--- src/rtl/eyeriss_pkg.sv ---
// Definitions shared by the psum write and drain controllers: state
// encoding, default geometry and the drain-length clamp.
package eyeriss_pkg;

  localparam int DATA_W_DEF = 16;
  localparam int DEPTH_DEF  = 12;
  localparam int ADDR_W_DEF = 4;

  typedef enum logic [1:0] {
    PSUM_IDLE  = 2'b00,
    PSUM_READ  = 2'b01,
    PSUM_FLUSH = 2'b10,
    PSUM_DONE  = 2'b11
  } psum_state_e;

  function automatic int unsigned clampCount(input int unsigned requested,
                                             input int unsigned limit);
    return (requested > limit) ? limit : requested;
  endfunction

endpackage

--- src/rtl/psum_drain_controller_if.sv ---
// Handshake bundle between the drain controller, its scratchpad and the
// downstream link; the controller takes the slave view.
interface psum_drain_controller_if import eyeriss_pkg::*; #(
  parameter int DATA_W = DATA_W_DEF,
  parameter int ADDR_W = ADDR_W_DEF
);

  logic              drain_start;
  logic [ADDR_W:0]   num_psum;
  logic              spad_rd_en;
  logic [ADDR_W-1:0] spad_rd_addr;
  logic [DATA_W-1:0] spad_rd_data;
  logic [DATA_W-1:0] out_data;
  logic              out_valid;
  logic              out_ready;
  logic              out_last;
  logic              busy;
  logic              done;

  modport master (
    output drain_start, num_psum, spad_rd_data, out_ready,
    input  spad_rd_en, spad_rd_addr, out_data, out_valid, out_last, busy, done
  );

  modport slave (
    input  drain_start, num_psum, spad_rd_data, out_ready,
    output spad_rd_en, spad_rd_addr, out_data, out_valid, out_last, busy, done
  );

endinterface

--- src/rtl/psum_drain_controller_skid_fifo.sv ---
// Two-entry FIFO that soaks up the scratchpad read latency so a stalled
// downstream never drops a psum already in flight.
module psum_skid_fifo import eyeriss_pkg::*; #(
  parameter int DATA_W = DATA_W_DEF
) (
  input  logic              clk,
  input  logic              rst,
  input  logic              push_i,
  input  logic              pop_i,
  input  logic [DATA_W-1:0] wdata_i,
  output logic [DATA_W-1:0] rdata_o,
  output logic [1:0]        count_o,
  output logic              empty_o,
  output logic              full_o
);

  logic [DATA_W-1:0] mem_q [2];
  logic              rdPtr_q;
  logic              wrPtr_q;
  logic [1:0]        count_q;
  logic [1:0]        count_d;

  always_comb begin
    count_d = count_q;
    case ({push_i, pop_i})
      2'b10:   count_d = count_q + 2'd1;
      2'b01:   count_d = count_q - 2'd1;
      default: count_d = count_q;
    endcase
  end

  // Storage is cleared on reset so the head reads as zero while idle.
  always_ff @(posedge clk or posedge rst) begin
    if (rst) begin
      mem_q[0] <= '0;
      mem_q[1] <= '0;
      rdPtr_q  <= 1'b0;
      wrPtr_q  <= 1'b0;
      count_q  <= 2'd0;
    end else begin
      if (push_i) begin
        mem_q[wrPtr_q] <= wdata_i;
        wrPtr_q        <= ~wrPtr_q;
      end
      if (pop_i) begin
        rdPtr_q <= ~rdPtr_q;
      end
      count_q <= count_d;
    end
  end

  assign rdata_o = mem_q[rdPtr_q];
  assign count_o = count_q;
  assign empty_o = (count_q == 2'd0);
  assign full_o  = (count_q == 2'd2);

endmodule

--- src/rtl/psum_drain_controller.sv ---
// Streams N accumulated psums out of the PE scratchpad in address order over
// a valid/ready link, then pulses done so the writer side can restart.
module psum_drain_controller import eyeriss_pkg::*; #(
  parameter int DATA_W = DATA_W_DEF,
  parameter int DEPTH  = DEPTH_DEF,
  parameter int ADDR_W = ADDR_W_DEF
) (
  input logic                     clk,
  input logic                     rst,
  psum_drain_controller_if.slave  drainIf
);

  localparam int CNT_W = ADDR_W + 1;

  psum_state_e       state_q;
  logic [CNT_W-1:0]  nPsum_q;
  logic [CNT_W-1:0]  issueCnt_q;
  logic [CNT_W-1:0]  sendCnt_q;
  logic [ADDR_W-1:0] addr_q;
  logic              inFlight_q;

  logic [CNT_W-1:0]  nClamped;
  logic [DATA_W-1:0] fifoData;
  logic [1:0]        fifoCount;
  logic              fifoEmpty;
  logic              fifoFull;
  logic              outValid;
  logic              handshake;
  logic [2:0]        credit;
  logic              rdEn;

  // A same-cycle pop frees a slot in time for the next capture, so it is
  // credited here; that keeps one psum per cycle with ready held high.
  always_comb begin
    nClamped  = CNT_W'(clampCount(32'(drainIf.num_psum), DEPTH));
    outValid  = !fifoEmpty;
    handshake = outValid && drainIf.out_ready;
    credit    = {1'b0, fifoCount} + {2'b00, inFlight_q} - {2'b00, handshake};
    rdEn      = (state_q == PSUM_READ) && (issueCnt_q != nPsum_q) &&
                (credit < 3'd2) && (!fifoFull || handshake);
  end

  always_ff @(posedge clk or posedge rst) begin
    if (rst) begin
      state_q    <= PSUM_IDLE;
      nPsum_q    <= '0;
      issueCnt_q <= '0;
      sendCnt_q  <= '0;
      addr_q     <= '0;
      inFlight_q <= 1'b0;
    end else begin
      inFlight_q <= rdEn;
      if (handshake) begin
        sendCnt_q <= sendCnt_q + CNT_W'(1);
      end
      case (state_q)
        PSUM_IDLE: begin
          if (drainIf.drain_start) begin
            nPsum_q    <= nClamped;
            issueCnt_q <= '0;
            sendCnt_q  <= '0;
            addr_q     <= '0;
            state_q    <= (nClamped == '0) ? PSUM_DONE : PSUM_READ;
          end
        end
        PSUM_READ: begin
          if (rdEn) begin
            addr_q     <= addr_q + ADDR_W'(1);
            issueCnt_q <= issueCnt_q + CNT_W'(1);
            if (issueCnt_q == nPsum_q - CNT_W'(1)) begin
              state_q <= PSUM_FLUSH;
            end
          end
        end
        PSUM_FLUSH: begin
          if (handshake && (sendCnt_q == nPsum_q - CNT_W'(1))) begin
            state_q <= PSUM_DONE;
          end
        end
        PSUM_DONE: begin
          addr_q     <= '0;
          issueCnt_q <= '0;
          sendCnt_q  <= '0;
          state_q    <= PSUM_IDLE;
        end
        default: state_q <= PSUM_IDLE;
      endcase
    end
  end

  psum_skid_fifo #(.DATA_W(DATA_W)) skidFifo (
    .clk     (clk),
    .rst     (rst),
    .push_i  (inFlight_q),
    .pop_i   (handshake),
    .wdata_i (drainIf.spad_rd_data),
    .rdata_o (fifoData),
    .count_o (fifoCount),
    .empty_o (fifoEmpty),
    .full_o  (fifoFull)
  );

  assign drainIf.spad_rd_en   = rdEn;
  assign drainIf.spad_rd_addr = addr_q;
  assign drainIf.out_data     = fifoData;
  assign drainIf.out_valid    = outValid;
  assign drainIf.out_last     = outValid && (sendCnt_q == nPsum_q - CNT_W'(1));
  assign drainIf.busy         = (state_q != PSUM_IDLE);
  assign drainIf.done         = (state_q == PSUM_DONE);

endmodule

--- src/flat_wrapper.sv ---
// flat-port wrapper written by rule: the top's interface ports become plain ports
module psum_drain_controller_flat import eyeriss_pkg::*;
#(
  parameter int DATA_W = DATA_W_DEF,
  parameter int DEPTH  = DEPTH_DEF,
  parameter int ADDR_W = ADDR_W_DEF
)
  (clk, rst, drainIf_drain_start, drainIf_num_psum, drainIf_spad_rd_data, drainIf_out_ready, drainIf_spad_rd_en, drainIf_spad_rd_addr, drainIf_out_data, drainIf_out_valid, drainIf_out_last, drainIf_busy, drainIf_done);
  psum_drain_controller_if #(.DATA_W(DATA_W), .ADDR_W(ADDR_W)) drainIf_i ();
  input logic clk;
  input logic rst;
  input wire logic [$bits(drainIf_i.drain_start)-1:0] drainIf_drain_start;
  input wire logic [$bits(drainIf_i.num_psum)-1:0] drainIf_num_psum;
  input wire logic [$bits(drainIf_i.spad_rd_data)-1:0] drainIf_spad_rd_data;
  input wire logic [$bits(drainIf_i.out_ready)-1:0] drainIf_out_ready;
  output wire logic [$bits(drainIf_i.spad_rd_en)-1:0] drainIf_spad_rd_en;
  output wire logic [$bits(drainIf_i.spad_rd_addr)-1:0] drainIf_spad_rd_addr;
  output wire logic [$bits(drainIf_i.out_data)-1:0] drainIf_out_data;
  output wire logic [$bits(drainIf_i.out_valid)-1:0] drainIf_out_valid;
  output wire logic [$bits(drainIf_i.out_last)-1:0] drainIf_out_last;
  output wire logic [$bits(drainIf_i.busy)-1:0] drainIf_busy;
  output wire logic [$bits(drainIf_i.done)-1:0] drainIf_done;
  assign drainIf_i.drain_start = drainIf_drain_start;
  assign drainIf_i.num_psum = drainIf_num_psum;
  assign drainIf_i.spad_rd_data = drainIf_spad_rd_data;
  assign drainIf_i.out_ready = drainIf_out_ready;
  assign drainIf_spad_rd_en = drainIf_i.spad_rd_en;
  assign drainIf_spad_rd_addr = drainIf_i.spad_rd_addr;
  assign drainIf_out_data = drainIf_i.out_data;
  assign drainIf_out_valid = drainIf_i.out_valid;
  assign drainIf_out_last = drainIf_i.out_last;
  assign drainIf_busy = drainIf_i.busy;
  assign drainIf_done = drainIf_i.done;
  psum_drain_controller #(.DATA_W(DATA_W), .DEPTH(DEPTH), .ADDR_W(ADDR_W)) u_core (.clk(clk), .rst(rst), .drainIf(drainIf_i));
endmodule
--- config.mk ---
export PLATFORM = sky130hd
export DESIGN_NAME = psum_drain_controller_flat
export DESIGN_NICKNAME = d
export VERILOG_FILES = /design/src/rtl/eyeriss_pkg.sv /design/src/rtl/psum_drain_controller_if.sv /design/src/rtl/psum_drain_controller_skid_fifo.sv /design/src/rtl/psum_drain_controller.sv /design/src/flat_wrapper.sv
export SDC_FILE = /design/constraint.sdc
export NUM_CORES = 1
export LEC_CHECK = 0
export BUFFER_PORTS_ARGS = -buffer_cell sky130_fd_sc_hd__buf_4
export CORE_AREA = 2 2 92 72
export CTS_BUF_LIST = sky130_fd_sc_hd__clkbuf_8 sky130_fd_sc_hd__clkbuf_16
export DETAILED_ROUTE_END_ITERATION = 6
export DIE_AREA = 0 0 94 74
export HOLD_SLACK_MARGIN = 0.12
export PLACE_DENSITY = 0.73
export SYNTH_ARGS = -nofsm -noshare
export SYNTH_HDL_FRONTEND = slang
export SYNTH_SLANG_ARGS = --single-unit
export TNS_END_PERCENT = 20
--- constraint.sdc ---
create_clock -name clk -period 6.6 [get_ports clk]
set_input_delay 1.32 -clock clk [delete_from_list [all_inputs] [get_ports clk]]
set_output_delay 1.32 -clock clk [all_outputs]
set_load 0.02 [all_outputs]
==> reports/results.ini, run 1 <==
[run_status]
status = completed

[timing]
clock_skew_ns = 0.00456
finalMaxSlewViolations = 0
grt_setup_unrepaired = false
setup_tns_ns = 0
final-setup-viol-count = 0
finalHoldViolCount = 0
tightestPinTransition_ns = 0.829
finalCriticalPeriod_ns = 4.30
part_of_the_cycle_the_worst_path_needs_pct = 65.2
worst_slew_margin_rel_pct = 44.7
max_freq_mhz = 232

[clock_tree]
postCtsResizedCells = 0
htree_num_levels = 3
insertion_delay_ns = 0.33
clk_pin_slew_ns = 0.06
root_buffer = sky130_fd_sc_hd__clkbuf_8
clockBufferDepth = 2
cts_tree = done
cts_made_buffers = 9
post_cts.repair.setup_buffers = 0
post_cts_hold_buffer_count = 0
number_of_sinks_driven_by_the_clock_tree = 58

[synth]
muxShareOfSynthArea_pct = 18.6
fraction_of_the_yosys_area_taken_by_sequential_cells_pct = 48.9
synthesis.instances = 263
synth_enable_flop_cells = 0
yosys_warnings = 0
synthFlopType = sky130_fd_sc_hd__dfrtp_1
post_synth_adder_cell_area_pct = 4.47
dominant_combinational_cell_family_by_area_after_synthesis = multiplexers
synth.ff_latch_count = 58
synth-xor-area-share_pct = 6.19
synthesis.area_sq_um = 2970
synth.avg_cell_area_sq_um = 11.3
synth_compound_gate_area_share_pct = 7.71
synthSimpleGateAreaFrac_pct = 11.4
postSynthNetCount = 298
synth_async_sr_flop_share_pct = 100
yosysUniqueCellTypes = 40

[placed_design]
numPortBuffers = 49
post-dp-hpwl_um = 4080
place_congestion = 0.796

[grt]
number_of_antenna_violations_at_the_first_check_in_global_routing = 0
grt_remaining_overflow = 0
wire_length_of_the_first_global_routing_pass_um = 9430
grtUsageTotal_pct = 18.1
grt_pass1_vias = 1963
largest_net_degree_at_the_start_of_global_routing = 59

[worst_setup_path]
crit-reg2reg-capture = u_core.issueCnt_q[4]$_DFFE_PP0P_
max_stage_delay_ns = 0.44
required_ns = 5.28
worst-endpoint-arrival_ns = 2.98
timing.critical_path.to_type = output pin
crit_type = in2out
path_max_fanout = 6
slowest_stage_cell_crit_path = sky130_fd_sc_hd__fa_1
kind_of_start_point_of_the_critical_path = input port
r2r_start = u_core.skidFifo.count_o[1]$_DFFE_PP0N_
timing.critical_path.cells = buf_4, nor2b_1, o21ai_0, fa_1, o211a_1, o21ai_0, a31oi_2, and2_1, buf_4
setup.reg_to_reg.worst_slack_ns = 3.81
rr_worst_depth = 10

[power]
fin_total_pwr_uw = 1860
cellPowerDensity_nw_per_um2 = 517
power.static_leakage_uw = 0.00165
peakVddDrop_mv = 0.225

[die]
dieWidth_um = 94
die_y_um = 74
design.core.area_sq_um = 6100
start_util_pct = 48.7
io_pins = 50
row_count = 25
floorplan.die_area_sq_um = 6960

[flow_run]
max_capacitance_violation_total = 0

[layout]
nFillCells = 523
diodes = 0
relative_area_change_from_synthesis_to_final_layout_pct = 21.2
multi_input_comb_area_sq_um = 1440
final_net_count = 348
layout.area.seq_sq_um = 1450
post_route_cells_drive_above_1_share_pct = 36.9

[route]
vias = 2048
drt_first_iter_violations = 77
vias_per_cell = 5.15
drt-wirelength-per-cell_um = 14.1
drt_pre_antenna_iters = 4
drt.antenna.violating_nets = 0
detail_route.wirelength_um = 5630
drt_drc_violations_left = 0

[hold_path]
worst_hold_path_stage_count = 1
min_delay_worst_endpoint = u_core.skidFifo.wrPtr_q$_DFFE_PP0P_
worst_hold_path_type = reg2reg
holdCritStartpoint = u_core.skidFifo.wrPtr_q$_DFFE_PP0P_

==> power breakdown <==
group	internal (uW)	total, uW	switching (uW)
Combinational	440	890	450
Clock	201	332	131
Sequential	505	638	134
Total	1150	1860	715
==> sequential cells by signal, summed over array words and instances (netlist names) <==
register / count
u_core.issueCnt_q: 5
u_core.nPsum_q: 5
u_core.sendCnt_q: 5
u_core.skidFifo.rdPtr_q: 1
u_core.skidFifo.count_o: 2
u_core.drainIf.spad_rd_addr: 4
u_core.skidFifo.mem_q: 32
u_core.inFlight_q: 1
u_core.state_q: 2
u_core.skidFifo.wrPtr_q: 1
==> critical path, delay by kind of cell <==
family | cells | cell delay, ns
and+or+nand+nor | 2 | 0.37
adders and majority gates | 1 | 0.44
AOI/OAI and AO/OA | 4 | 0.57
buffers and inverters | 2 | 0.28
==> kinds of logic (layout without fill, tap and decap cells) <==
logic type,Yosys count,in the layout
fa+ha+maj,10,10
compound gates,36,36
mux,49,49
buf+inv,19,73
simple gates,70,70
flops,58,58
xor+xnor,21,21
==> cells in the mapped netlist, drive strengths merged (2+ instances only) <==
master / n / area share [%]
a21oi: 5 / 0.84
and2: 5 / 1.1
buf: 4 / 0.84
clkbuf: 7 / 0.89
dfrtp: 58 / 49
ha: 9 / 3.8
inv: 8 / 1.0
mux2: 49 / 19
nand2: 24 / 3.0
nand2b: 5 / 1.1
nand3: 10 / 1.7
nand4: 2 / 0.42
nor2: 13 / 1.6
nor2b: 3 / 0.63
nor3: 2 / 0.34
o211ai: 2 / 0.67
o21ai: 18 / 3.0
o31ai: 3 / 0.76
xnor2: 9 / 2.7
xor2: 12 / 3.5
==> cell type report <==
type / count / area share (%)
Clock buffer: 12 / 4.59
Sequential cell: 58 / 40.3
Inverter: 8 / 0.834
Tap cell: 81 / 2.82
Clock inverter: 3 / 1.08
Multi-Input combinational cell: 186 / 39.9
Timing Repair Buffer: 50 / 10.4
==> metrics by stage <==
| step | util [%] | hold slack [ns] | cells | setup WS (ns) | cell area (sq um) |
|---|---|---|---|---|---|
| finish | 59.0 | 0.477 | 398 | 2.30 | 3600 |
| global route | 59.0 | 0.502 | 398 | 2.13 | 3600 |
| CTS | 59.0 | 0.482 | 398 | 2.28 | 3600 |
| detailed placement | 55.7 | 0.469 | 383 | 2.29 | 3390 |
| global placement | 55.7 | 0.468 | 383 | 2.33 | 3390 |
| floorplan | - | 0.454 | 263 | 2.63 | 2970 |
==> worst max path at each step <==
stage,startpoint,endpoint,slack (ns),cells past startpoint
finish,drainIf_out_ready,drainIf_spad_rd_en,2.30,9
global route,drainIf_out_ready,drainIf_spad_rd_en,2.13,9
CTS,drainIf_out_ready,drainIf_spad_rd_en,2.28,9
detailed placement,drainIf_out_ready,drainIf_spad_rd_en,2.29,9
global placement,drainIf_out_ready,drainIf_spad_rd_en,2.33,9
floorplan,drainIf_out_ready,drainIf_spad_rd_en,2.63,6
==> cell usage in the layout, fill, tap and decap left out, types with 2 or more instances in the layout <==
cell type	instances
sky130_fd_sc_hd__nand2b_1	5
sky130_fd_sc_hd__xnor2_1	9
sky130_fd_sc_hd__buf_4	50
sky130_fd_sc_hd__nand2_1	24
sky130_fd_sc_hd__nand4_1	2
sky130_fd_sc_hd__inv_1	8
sky130_fd_sc_hd__o21ai_0	17
sky130_fd_sc_hd__ha_1	9
sky130_fd_sc_hd__nor2b_1	3
sky130_fd_sc_hd__and2_1	5
sky130_fd_sc_hd__nor3_1	2
sky130_fd_sc_hd__nor2_1	13
sky130_fd_sc_hd__nand3_1	10
sky130_fd_sc_hd__mux2_2	48
sky130_fd_sc_hd__xor2_1	12
sky130_fd_sc_hd__clkbuf_8	12
sky130_fd_sc_hd__a21oi_1	5
sky130_fd_sc_hd__dfrtp_1	58
sky130_fd_sc_hd__o31ai_1	3
==> metal layers <==
layer,GRT usage (%),wire length (um)
met1,25.1,2600
met2,26.3,2670
met3,5.67,250
met4,8.05,105
met5,0,0
Note: power is estimated with default switching activity, not from simulation.
==> run 2: changes to the inputs <==
clock period = 4.1 ns   (was 6.6 ns; I/O delays follow)
==> reports/results.ini, run 2 (synthesized netlist as in run 1, its figures left out) <==
[grt]
largest_net_degree_at_the_start_of_global_routing = 46  ; was 59
number_of_antenna_violations_at_the_first_check_in_global_routing = 0  ; unchanged
wire_length_of_the_first_global_routing_pass_um = 9390  ; was 9430 um
grt_pass1_vias = 1977  ; was 1963
grtUsageTotal_pct = 17.7  ; was 18.1%
grt_remaining_overflow = 0  ; unchanged

[layout]
final_cell_mix = 58 x sky130_fd_sc_hd__dfrtp_1, 50 x sky130_fd_sc_hd__buf_4, 48 x sky130_fd_sc_hd__mux2_2, 24 x sky130_fd_sc_hd__nand2_1, 17 x sky130_fd_sc_hd__o21ai_0  ; unchanged
post_route_cells_drive_above_1_share_pct = 36.9  ; unchanged
largest_reg_flops = 32  ; unchanged
layout.cells.most_common = sky130_fd_sc_hd__dfrtp_1  ; unchanged
final_net_count = 348  ; unchanged
layout.cells.non_filler = 398  ; unchanged
relative_area_change_from_synthesis_to_final_layout_pct = 21.2  ; unchanged
largest_register = u_core.skidFifo.mem_q  ; unchanged
diodes = 0  ; unchanged

[hold_path]
worst_hold_path_type = reg2reg  ; unchanged
min_delay_worst_endpoint = u_core.drainIf.spad_rd_addr[3]$_DFFE_PP0P_  ; was u_core.skidFifo.wrPtr_q$_DFFE_PP0P_
worst_hold_path_stage_count = 1  ; unchanged
holdCritStartpoint = u_core.drainIf.spad_rd_addr[3]$_DFFE_PP0P_  ; was u_core.skidFifo.wrPtr_q$_DFFE_PP0P_

[die]
io_pins = 50  ; unchanged
floorplan.die_area_sq_um = 6960  ; unchanged
start_util_pct = 48.7  ; unchanged
dieWidth_um = 94  ; unchanged
die_y_um = 74  ; unchanged
row_count = 25  ; unchanged
design.core.area_sq_um = 6100  ; unchanged

[worst_setup_path]
r2r_start = u_core.skidFifo.count_o[1]$_DFFE_PP0N_  ; unchanged
slowest_stage_cell_crit_path = sky130_fd_sc_hd__dfrtp_1  ; was sky130_fd_sc_hd__fa_1
timing.critical_path.to_type = output pin  ; unchanged
rr_worst_depth = 10  ; unchanged
kind_of_start_point_of_the_critical_path = flop  ; was input port
timing.critical_path.cells = or2_2, nand2_1, nor2_1, fa_1, o211a_1, o21ai_0, a31oi_2, and2_1, buf_4  ; was buf_4, nor2b_1, o21ai_0, fa_1, o211a_1, o21ai_0, a31oi_2, and2_1, buf_4
startpoint = u_core.skidFifo.count_o[1]$_DFFE_PP0N_  ; was drainIf_out_ready
path_max_fanout = 7  ; was 6
required_ns = 3.28  ; was 5.28 ns
max_stage_delay_ns = 0.45  ; was 0.44 ns
crit-reg2reg-capture = u_core.issueCnt_q[4]$_DFFE_PP0P_  ; unchanged
crit_type = reg2out  ; was in2out
setup.reg_to_reg.worst_slack_ns = 1.28  ; was 3.81 ns
worst-endpoint-arrival_ns = 2.59  ; was 2.98 ns

[route]
vias = 2056  ; was 2048
drt_pre_antenna_iters = 4  ; unchanged
drt-wirelength-per-cell_um = 14.3  ; was 14.1 um
drt.antenna.violating_nets = 0  ; unchanged
vias_per_cell = 5.17  ; was 5.15
drt_drc_violations_left = 0  ; unchanged
drt_first_iter_violations = 107  ; was 77
detail_route.wirelength_um = 5680  ; was 5630 um

[timing]
setup_tns_ns = 0  ; unchanged
part_of_the_cycle_the_worst_path_needs_pct = 83.1
finalMaxSlewViolations = 0  ; unchanged
final_hold_slack_ns = 0.482  ; was 0.477 ns
finalCriticalPeriod_ns = 3.41
clock_skew_ns = 0.00529  ; was 0.00456 ns
max_freq_mhz = 293
tightestPinTransition_ns = 0.941  ; was 0.829 ns
finalHoldViolCount = 0  ; unchanged
final-setup-viol-count = 0  ; unchanged
grt_setup_unrepaired = false  ; unchanged
worst_slew_margin_rel_pct = 37.2  ; was 44.7%

[placed_design]
post-dp-hpwl_um = 4060  ; was 4080 um
place_inst = 383  ; unchanged
numPortBuffers = 49  ; unchanged
place_congestion = 0.802  ; was 0.796

[power]
power.static_leakage_uw = 0.00165  ; unchanged
cellPowerDensity_nw_per_um2 = 832  ; was 517 nW/um^2
peakVddDrop_mv = 0.313  ; was 0.225 mV

[clock_tree]
insertion_delay_ns = 0.33  ; about the same
clockBufferDepth = 2  ; unchanged
cts_made_buffers = 9  ; unchanged
cts_tree = done  ; unchanged
post_cts_hold_buffer_count = 0  ; unchanged
root_buffer = sky130_fd_sc_hd__clkbuf_8  ; unchanged
number_of_sinks_driven_by_the_clock_tree = 58  ; unchanged
htree_num_levels = 3  ; unchanged
postCtsResizedCells = 0  ; unchanged
post_cts.repair.setup_buffers = 0  ; unchanged
clk_pin_slew_ns = 0.06  ; about the same

[flow_run]
max_capacitance_violation_total = 0  ; unchanged

[run_status]
status = completed  ; unchanged

[run 2: worst max path at each step]
stage	endpoint	slack, ns	cells after the start
5_1_grt	drainIf_spad_rd_en	0.52	9
6_report	drainIf_spad_rd_en	0.69	9
3_3_place_gp	drainIf_spad_rd_en	0.84	9
3_5_place_dp	drainIf_spad_rd_en	0.81	9
2_1_floorplan	drainIf_spad_rd_en	1.13	6
4_1_cts	drainIf_spad_rd_en	0.69	9
[run 2: through the flow]
stage	instance area, sq um	setup slack (ns)	power (uW)	util [%]
2_1_floorplan	2970	1.13	2040	-
3_3_place_gp	3390	0.836	2440	55.7
3_5_place_dp	3390	0.814	2480	55.7
4_1_cts	3600	0.690	3020	59.0
5_1_grt	3600	0.518	3220	59.0
6_report	3600	0.693	2990	59.0
[run 2: where the power goes]
part | internal, uW | switching [uW] | total (uW)
Clock | 324 | 208 | 532
Combinational | 709 | 724 | 1430
Sequential | 812 | 215 | 1030
Total | 1840 | 1150 | 2990
[run 2: cell type report]
class	count	area [sq um]
clock buffer	12	165
clock inverter	3	38.8
fill	523	2500
inverter	8	30.0
multi-input combinational	186	1440
sequential	58	1450
tap	81	101
timing repair buffer	50	375
[run 2: critical path: cells and delay by family (launching register included)]
| kind | cells | cell delay [ns] |
|---|---|---|
| and+or+nand+nor | 4 | 0.78 |
| DFF | 1 | 0.45 |
| adders and majority gates | 1 | 0.45 |
| AOI/OAI and AO/OA | 3 | 0.43 |
| buffers and inverters | 1 | 0.15 |
[run 2: routing by layer]
| metal | vias to the layer above | wire [um] | global-route usage, % |
|---|---|---|---|
| met5 | - | 0 | 0 |
| met4 | 0 | 79 | 7.09 |
| met3 | 9 | 224 | 5.37 |
| met2 | 37 | 2580 | 27.4 |
| met1 | 993 | 2800 | 23.8 |
| li1 | 1017 | - | - |
==> run 3: changes to the inputs <==
ABC_AREA = 1   (was default)
CORE_AREA = 2 2 95 74   (was 2 2 92 72)
DIE_AREA = 0 0 97 76   (was 0 0 94 74)
PLACE_DENSITY = 0.75   (was 0.73)
clock period = 3 ns   (was 4.1 ns; I/O delays follow)
==> reports/results.ini, run 3 <==
[grt]
grtUsageTotal_pct = 19.5  ; was 17.7%
grt_remaining_overflow = 0  ; unchanged
number_of_antenna_violations_at_the_first_check_in_global_routing = 0  ; unchanged
busiest_layer = met2  ; unchanged
grt_pass1_vias = 2599  ; was 1977
grt.met1_usage_pct = 26.6  ; was 23.8%
global_route.usage.met2_pct = 30.8  ; was 27.4%
largest_net_degree_at_the_start_of_global_routing = 34  ; was 46
wire_length_of_the_first_global_routing_pass_um = 11700  ; was 9390 um
met3_track_usage_gr_pct = 4.13  ; was 5.37%

[layout]
final_net_count = 518  ; was 348
fin_area_sq_um = 3900  ; was 3600 sq um
nFillCells = 595  ; was 523
largest_register = u_core.skidFifo.mem_q  ; unchanged
largest_reg_flops = 32  ; unchanged
final_cell_mix = 161 x sky130_fd_sc_hd__nand2_1, 60 x sky130_fd_sc_hd__buf_4, 56 x sky130_fd_sc_hd__dfrtp_1, 48 x sky130_fd_sc_hd__inv_1, 40 x sky130_fd_sc_hd__o21ai_0  ; was 58 x sky130_fd_sc_hd__dfrtp_1, 50 x sky130_fd_sc_hd__buf_4, 48 x sky130_fd_sc_hd__mux2_2, 24 x sky130_fd_sc_hd__nand2_1, 17 x sky130_fd_sc_hd__o21ai_0
diodes = 0  ; unchanged
post_route_cells_drive_above_1_share_pct = 19.5  ; was 36.9%
relative_area_change_from_synthesis_to_final_layout_pct = 24.6  ; was 21.2%
layout.cells.most_common = sky130_fd_sc_hd__nand2_1  ; was sky130_fd_sc_hd__dfrtp_1

[clock_tree]
insertion_delay_ns = 0.33  ; about the same
root_buffer = sky130_fd_sc_hd__clkbuf_8  ; unchanged
cts_tree = done  ; unchanged
htree_num_levels = 3  ; unchanged
cts_made_buffers = 9  ; unchanged
clockBufferDepth = 2  ; unchanged
clk_pin_slew_ns = 0.07  ; was 0.06 ns
number_of_sinks_driven_by_the_clock_tree = 58  ; unchanged

[synth]
postSynthNetCount = 459  ; was 298
synthesis.instances = 424  ; was 263
synth_async_sr_flop_share_pct = 100  ; unchanged
netlist.area_leader.share_pct = 46.4  ; was 48.9%
yosysMostFrequentCell = sky130_fd_sc_hd__nand2_1  ; was sky130_fd_sc_hd__dfrtp_1
synthesis.area_sq_um = 3130  ; was 2970 sq um
synth_area_leaders = sky130_fd_sc_hd__dfrtp_1 46%, sky130_fd_sc_hd__nand2_1 19%, sky130_fd_sc_hd__o21ai_0 6.4%  ; was sky130_fd_sc_hd__dfrtp_1 49%, sky130_fd_sc_hd__mux2_2 18%, sky130_fd_sc_hd__ha_1 3.8%
yosys_warnings = 0  ; unchanged
yosysUniqueCellTypes = 27  ; was 40
fraction_of_the_yosys_area_taken_by_sequential_cells_pct = 46.4  ; was 48.9%
synthFlopType = sky130_fd_sc_hd__dfrtp_1  ; unchanged
synth.cells.most_frequent = 161 x sky130_fd_sc_hd__nand2_1, 58 x sky130_fd_sc_hd__dfrtp_1, 49 x sky130_fd_sc_hd__inv_1, 40 x sky130_fd_sc_hd__o21ai_0, 31 x sky130_fd_sc_hd__nor2_1  ; was 58 x sky130_fd_sc_hd__dfrtp_1, 48 x sky130_fd_sc_hd__mux2_2, 24 x sky130_fd_sc_hd__nand2_1, 17 x sky130_fd_sc_hd__o21ai_0, 13 x sky130_fd_sc_hd__nor2_1
synth_enable_flop_cells = 0  ; unchanged
synth.avg_cell_area_sq_um = 7.38  ; was 11.3 sq um
synth.ff_latch_count = 58  ; unchanged
synth_area_leader_cell = sky130_fd_sc_hd__dfrtp_1  ; unchanged

[worst_setup_path]
crit-reg2reg-capture = u_core.drainIf.spad_rd_addr[2]$_DFFE_PP0P_  ; was u_core.issueCnt_q[4]$_DFFE_PP0P_
r2r_start = u_core.skidFifo.count_o[1]$_DFFE_PP0N_  ; unchanged
startpoint = u_core.skidFifo.count_o[1]$_DFFE_PP0N_  ; unchanged
setup.reg_to_reg.worst_slack_ns = 0.46  ; was 1.28 ns
rr_worst_depth = 15  ; was 10
worst-endpoint-arrival_ns = 2.27  ; was 2.59 ns
timing.critical_path.to_type = output pin  ; unchanged
required_ns = 2.40  ; was 3.28 ns
crit_type = reg2out  ; unchanged
path_max_fanout = 4  ; was 7
kind_of_start_point_of_the_critical_path = flop  ; unchanged

[route]
vias = 2750  ; was 2056
drt_pre_antenna_iters = 4  ; unchanged
detail_route.wirelength_um = 6750  ; was 5680 um
vias_per_cell = 4.81  ; was 5.17
drt_drc_violations_left = 0  ; unchanged
drt.antenna.violating_nets = 0  ; unchanged
drt-wirelength-per-cell_um = 11.8  ; was 14.3 um
drt_first_iter_violations = 168  ; was 107

[die]
floorplan.die_area_sq_um = 7370  ; was 6960 sq um
row_count = 26  ; was 25
start_util_pct = 47.8  ; was 48.7%
design.core.area_sq_um = 6540  ; was 6100 sq um
die_y_um = 76  ; was 74 um
io_pins = 50  ; unchanged
dieWidth_um = 97  ; was 94 um

[timing]
finalCriticalPeriod_ns = 2.87
finalMaxSlewViolations = 0  ; unchanged
max_freq_mhz = 348
setup_tns_ns = 0  ; unchanged
finalHoldViolCount = 0  ; unchanged
tightestPinTransition_ns = 0.950  ; was 0.941 ns
clock_skew_ns = 0.00653  ; was 0.00529 ns
part_of_the_cycle_the_worst_path_needs_pct = 95.7
worst_slew_margin_rel_pct = 36.7  ; was 37.2%
grt_setup_unrepaired = false  ; unchanged
final-setup-viol-count = 0  ; unchanged

[flow_run]
max_capacitance_violation_total = 0  ; unchanged

[power]
power.static_leakage_uw = 0.00215  ; was 0.00165 uW
peakVddDrop_mv = 0.561  ; was 0.313 mV
cellPowerDensity_nw_per_um2 = 1150  ; was 832 nW/um^2

[placed_design]
place_congestion = 0.877  ; was 0.802
numPortBuffers = 49  ; unchanged
post-dp-hpwl_um = 4860  ; was 4060 um
post_dp_cell_area_sq_um = 3580  ; was 3390 sq um

[hold_path]
worst_hold_path_type = in2async  ; was reg2reg

[run_status]
status = completed  ; unchanged

[run 3: cell types whose count changed after synthesis, sizes merged, moves of 5 or more]
cell    before  now
and2         5    0
mux2        49    0
nand3       10   21
xnor2        9    1
nand2       24  164
nand2b       5    0
nor2        13   34
o21ai       18   43
inv          8   54
[run 3: stage by stage]
step | total power (uW) | util [%] | worst slack, ns | hold WS, ns | cells
after global placement | 3440 | 54.8 | 0.100 | 0.466 | 550
after CTS | 4460 | 59.1 | 0.0169 | 0.207 | 568
after floorplan | 2830 | - | 0.292 | 0.453 | 424
after detailed placement | 3510 | 54.8 | 0.0513 | 0.474 | 550
final | 4470 | 59.6 | 0.128 | 0.216 | 572
after global routing | 4860 | 59.6 | 0.00381 | 0.223 | 572
[run 3: worst max-delay path, cell delays in order (launching register included)]
cell	delay (ns)
sky130_fd_sc_hd__dfrtp_2	0.43
sky130_fd_sc_hd__nor2_4	0.15
sky130_fd_sc_hd__nor2_4	0.07
sky130_fd_sc_hd__xor2_2	0.15
sky130_fd_sc_hd__nand2_1	0.11
sky130_fd_sc_hd__fa_2	0.53
sky130_fd_sc_hd__nand2_1	0.06
sky130_fd_sc_hd__a21oi_2	0.16
sky130_fd_sc_hd__nand2_2	0.07
sky130_fd_sc_hd__inv_1	0.07
sky130_fd_sc_hd__buf_4	0.14
[run 3: cells by family (layout without fill, tap and decap cells)]
kind of cell | Yosys count | after routing | synth area share (%)
flops | 58 | 58 | 46.4
xor+xnor | 10 | 10 | 2.80
fa+ha+maj | 10 | 10 | 4.24
buf+inv | 66 | 130 | 8.20
simple gates | 228 | 228 | 29.7
compound gates | 52 | 52 | 8.68
[run 3: final cells by class]
cell class                 count  area, sq um  share of cell area [%]
sequential                    58         1450                    37.3
clock inverter                 5          100                    2.57
clock buffer                  11          151                    3.88
inverter                      54          203                    5.20
multi-input combinational    300         1440                    36.8
tap                           84          105                    2.70
timing repair buffer          60          450                    11.6
[run 3: worst max path at each step]
stage | endpoint
after floorplan | drainIf_spad_rd_en
after global placement | drainIf_spad_rd_en
after detailed placement | drainIf_spad_rd_en
after CTS | drainIf_spad_rd_en
after global routing | drainIf_spad_rd_en
final | drainIf_spad_rd_en
[run 3: repair_timing]
item / in CTS / in global routing
gates resized for setup: 4 / 1
pin swaps: 0 / 5
setup buffers: 2 / 4
hold buffers: 0 / 0
setup endpoints to repair: 1 / 1
[run 3: layer usage]
metal  routed length, um  vias to the layer above
met2                3230                       65
met5                   0                        -
li1                    -                     1419
met1                3170                     1262
met3                 298                        4
met4                  63                        0
[run 3: where the power goes]
part           switching [uW]  total [uW]  leakage [uW]  internal [uW]
clock network             310         904      0.000129            594
logic                    1330        2200       0.00131            875
registers                 242        1360      0.000711           1120
